$ cat config.mk
export PLATFORM = sky130hd
export DESIGN_NAME = pipelined_mux
export DESIGN_NICKNAME = d
export VERILOG_FILES = /design/src/rtl/pipelined_mux.sv
export SDC_FILE = /design/constraint.sdc
export NUM_CORES = 1
export LEC_CHECK = 0
export CAP_MARGIN = 10
export CORE_AREA = 2 2 46 48
export DETAILED_ROUTE_END_ITERATION = 8
export DIE_AREA = 0 0 48 50
export PLACE_DENSITY = 0.68
export SLEW_MARGIN = 20
export SYNTH_ARGS = -nofsm -noshare
export SYNTH_HDL_FRONTEND = slang
export SYNTH_SLANG_ARGS = --single-unit
$ cat constraint.sdc
create_clock -name clk -period 1.4 [get_ports clk]
set_input_delay 0.28 -clock clk [delete_from_list [all_inputs] [get_ports clk]]
set_output_delay 0.28 -clock clk [all_outputs]
set_load 0.02 [all_outputs]
$ cat src/rtl/pipelined_mux.sv
// Two-stage pipelined N:1 multiplexer with valid/ready flow control.
// Stage 1 resolves 4:1 groups, stage 2 picks among the groups; an optional scan counter supplies the selector.
module pipelined_mux #(
  parameter int N_INPUTS = 8,
  parameter int WIDTH    = 1,
  localparam int SW      = $clog2(N_INPUTS)
) (
  input  logic                      clk,
  input  logic                      reset,
  input  logic [N_INPUTS*WIDTH-1:0] input_lines,
  input  logic [SW-1:0]             selector_bits,
  input  logic                      scan_en,
  input  logic                      in_valid,
  output logic                      in_ready,
  output logic [WIDTH-1:0]          output_line,
  output logic [SW-1:0]             out_sel,
  output logic                      out_valid,
  input  logic                      out_ready
);

  localparam int NG = N_INPUTS / 4;

  // Handshake: a beat moves on any rising edge where its valid and the
  // consumer's ready are both 1; valid never depends on ready.
  logic             accept;
  logic             s1Load;
  logic             s2Load;
  logic [SW-1:0]    scanCnt;
  logic [SW-1:0]    esel;
  logic [WIDTH-1:0] groupNext [NG];

  logic             s1Valid;
  logic [SW-1:0]    s1Sel;
  logic [WIDTH-1:0] s1Group [NG];

  logic             s2Valid;
  logic [SW-1:0]    s2Sel;
  logic [WIDTH-1:0] s2Data;
  logic [WIDTH-1:0] s2Next;

  assign s2Load   = !s2Valid || out_ready;
  assign s1Load   = !s1Valid || s2Load;
  assign in_ready = reset || s1Load;
  assign accept   = in_valid && in_ready && !reset;
  assign esel     = scan_en ? scanCnt : selector_bits;

  always_comb begin
    for (int g = 0; g < NG; g++) begin
      groupNext[g] = input_lines[(g * 4 + int'(esel[1:0])) * WIDTH +: WIDTH];
    end
  end

  // With only one group there are no upper selector bits to decode.
  generate
    if (NG == 1) begin : gSingleGroup
      assign s2Next = s1Group[0];
    end else begin : gMultiGroup
      assign s2Next = s1Group[s1Sel[SW-1:2]];
    end
  endgenerate

  always_ff @(posedge clk or posedge reset) begin
    if (reset) begin
      scanCnt <= '0;
    end else if (accept && scan_en) begin
      scanCnt <= scanCnt + 1'b1;
    end
  end

  always_ff @(posedge clk or posedge reset) begin
    if (reset) begin
      s1Valid <= 1'b0;
      s1Sel   <= '0;
      for (int g = 0; g < NG; g++) begin
        s1Group[g] <= '0;
      end
    end else if (s1Load) begin
      s1Valid <= accept;
      if (accept) begin
        s1Sel   <= esel;
        s1Group <= groupNext;
      end
    end
  end

  // Data registers only change on a real load so idle outputs stay deterministic.
  always_ff @(posedge clk or posedge reset) begin
    if (reset) begin
      s2Valid <= 1'b0;
      s2Sel   <= '0;
      s2Data  <= '0;
    end else if (s2Load) begin
      s2Valid <= s1Valid;
      if (s1Valid) begin
        s2Sel  <= s1Sel;
        s2Data <= s2Next;
      end
    end
  end

  assign output_line = s2Data;
  assign out_sel     = s2Sel;
  assign out_valid   = s2Valid;

endmodule
==> impl_metrics.py <==
metrics = {
    "worst_setup_path": {
        "slowest_stage": "clkdlybuf4s50_1",
        "crit_required_ns": 1.57,
        "r2r-start": "out_valid$_DFFE_PP0N_",
        "critPathLaunch": "reset",
        "setup.worst_path.start_class": "input pin",
        "cp_max_fo": 15,
        "max_stage_delay_ns": 0.42,
        "reg2reg_to": "scanCnt[1]$_DFFE_PP0P_",
        "r2r_cells": 5,
        "arrival_ns": 1.51,
        "end_kind": "flip-flop",
        "r2r_slack_ns": 0.13,
        "critPathCapture": "scanCnt[1]$_DFFE_PP0P_",
        "crit_chain": "clkdlybuf4s50_1 > inv_2 > buf_12 > and3_4 > nand2_4 > mux2_4",
        "critPathKind": "in -> reg",
    },
    "floorplanning": {
        "initial_core_util": 0.383,
        "dieArea_mm2": 0.00240,
        "io_pins": 22,
        "die_h_um": 50,
        "num_rows": 16,
        "die_width_um": 48,
        "core-area_mm2": 0.00190,
    },
    "detailed_routing": {
        "ant_nets": 0,
        "num_vias": 603,
        "drc": 0,
        "firstDrtPassIters": 3,
        "routed_wl_um": 1290,
        "wl_per_cell_um": 10.1,
        "drt_iter0_markers": 4,
        "via_per_inst": 4.71,
    },
    "timing": {
        "setup_viol": 0,
        "skew_ns": 0.00414,
        "drv_slew": 0,
        "setup_ws_ns": 0.0544,
        "tightestPinTransition_ns": 0.266,
        "finalHoldViolCount": 0,
        "whs_ns": 0.306,
        "rsz0062_at_grt": "no",
        "clock.fmax_mhz": 743,
        "fin_crit_ns": 1.35,
        "max_slew_margin": 0.818,
        "period_share": 0.961,
    },
    "global_route": {
        "track_usage": 0.129,
        "antenna_found_initial": 0,
        "grt_pass1_vias": 549,
        "overflow": 0,
        "grt_max_degree": 16,
        "grt_pass1_wl_um": 2140,
    },
    "synthesis": {
        "synth-main-ff-cell": "dfrtp_1",
        "avgSynthCellArea_um2": 10.3,
        "synth_commonest_cells": "dfrtp_1 (14), nor2_1 (10), o21ai_0 (8), inv_1 (4), nand2_1 (4)",
        "yosysTopAreaCellShare": 0.481,
        "synth_top_cell_by_area": "dfrtp_1",
        "syn_inst": 71,
        "ys_seq_area_frac": 0.481,
        "synthArstFlopShare": 1.00,
        "synth.area.top_cells": "dfrtp_1 (48%), o21ai_0 (5.5%), nor2_1 (5.2%)",
        "synth.most_common_cell": "dfrtp_1",
        "yosys_register_bits": 14,
        "synth_edf_count": 0,
        "synth_area_um2": 728,
        "synth_cell_types": 23,
        "ys_warn_count": 0,
        "synth_nets": 88,
    },
    "layout": {
        "multi_input_area_um2": 348,
        "utilization": 0.552,
        "drive_gt1_frac": 0.208,
        "seqCellArea_um2": 350,
        "area_growth_pct": 44.2,
        "num-fill-cells": 175,
        "diodes": 0,
        "nNetsFinal": 120,
    },
    "cts": {
        "clkSinkCount": 14,
        "path_clk_slew_ns": 0.08,
        "clk_path_buf_depth": 2,
        "ctsHtreeMaxLevel": 1,
        "cts_hold_buf": 0,
        "clk_latency_ns": 0.28,
        "cts_tree": "done",
        "numCtsBuffers": 3,
        "clock-root-buffer": "clkbuf_4",
    },
    "pwr": {
        "leakage_uw": 0.000485,
        "vdd_drop_max_mv": 0.735,
        "power.density_mw_per_mm2": 1320,
        "total_power_uw": 1390,
    },
    "place": {
        "io_buffers": 21,
        "gp_congestion": 0.702,
        "dp.final_hpwl_um": 1040,
        "preCtsSetupSlack_ns": -0.444,
    },
    "run": {
        "max-cap-violations": 0,
    },
    "worst_hold_path": {
        "hold_class": "in -> reg",
        "whs_path_depth": 3,
    },
    "run_status": {
        "status": "finished clean",
    },
}
## report_power, final
group          total, µW  internal, µW  switching (µW)
Sequential           642           540             102
Clock                219          99.7             119
Combinational        525           291             234
## stage by stage
step | std cells | cell area (µm²) | TNS, ns
finish | 128 | 1050 | 0
global route | 128 | 1050 | 0
CTS | 128 | 1020 | -0.0573
detailed placement | 125 | 1010 | -2.79
global placement | 125 | 1010 | -2.65
floorplan | 71 | 728 | 0
## cells by family after synthesis
| group | after synthesis | synth area share |
|---|---|---|
| and+or+nand+nor | 23 | 0.175 |
| DFF | 14 | 0.481 |
| buffers and inverters | 6 | 0.0515 |
| xor gates and xnor gates | 2 | 0.0241 |
| adders and majority gates | 1 | 0.0172 |
| muxes | 7 | 0.108 |
| AOI/OAI and AO/OA | 18 | 0.143 |
## timing repair
item	CTS	global route
setup endpoints to repair	7	7
gates resized for setup	10	7
buffers inserted	0	0
pin swaps	0	0
## worst min path at each step
| stage | start | to | slack [ns] |
|---|---|---|---|
| floorplan | reset | out_sel[0]$_DFFE_PP0P_ | 0.19 |
| global placement | output_line$_DFFE_PP0P_ | output_line$_DFFE_PP0P_ | 0.46 |
| detailed placement | scanCnt[2]$_DFFE_PP0P_ | scanCnt[2]$_DFFE_PP0P_ | 0.47 |
| CTS | reset | scanCnt[2]$_DFFE_PP0P_ | 0.33 |
| global route | out_ready | out_valid$_DFFE_PP0N_ | 0.32 |
| finish | out_ready | out_valid$_DFFE_PP0N_ | 0.31 |
## area by class of cell
class	instances	share of cell area
repair buffers	29	0.267
multi-input cells	51	0.331
clock buffers	3	0.0215
flip-flops and latches	14	0.334
well taps	27	0.0322
inverters	4	0.0143
## critical path: cells and delay by family
kind	cells	cell delay (ns)
buffers and inverters	3	0.68
muxes	1	0.28
and+or+nand+nor	2	0.26
## state kept, by name (all words and copies together), names as in the netlist
signal,flops
out_sel,3
out_valid,1
output_line,1
s1Group,2
s1Sel,3
s1Valid,1
scanCnt,3
## layout by cell type, fill, tap and decap left out
cell type        netlist  layout
clkdlybuf4s50_1        0      14
dfrtp_1               14      14
nor2_1                10      10
o21ai_0                8       8
buf_4                  0       7
dlygate4sd2_1          0       5
nand2_1                4       4
mux2i_1                3       3
inv_1                  4       3
a31oi_1                3       3
mux2_2                 3       3
clkbuf_4               0       3
nand2b_4               1       2
o22ai_1                2       2
o2bb2ai_1              2       2
a21oi_1                2       2
xnor2_1                2       2
nand2b_1               3       2
inv_2                  0       1
nand3b_1               1       1
and3_4                 1       1
and2b_1                1       1
nand3_1                1       1
nand2_4                1       1
mux2_4                 1       1
o21ai_1                1       1
ha_1                   1       1
dlymetal6s2s_1         0       1
buf_6                  2       1
buf_12                 0       1
## routing by layer
layer | global-route usage | vias up | routed length, µm
met5 | 0 | - | 0
met2 | 0.207 | 13 | 619
li1 | - | 310 | -
met3 | 0.0549 | 4 | 61
met1 | 0.137 | 276 | 584
met4 | 0.0676 | 0 | 23
No activity file was read; power rests on OpenSTA's default activity.
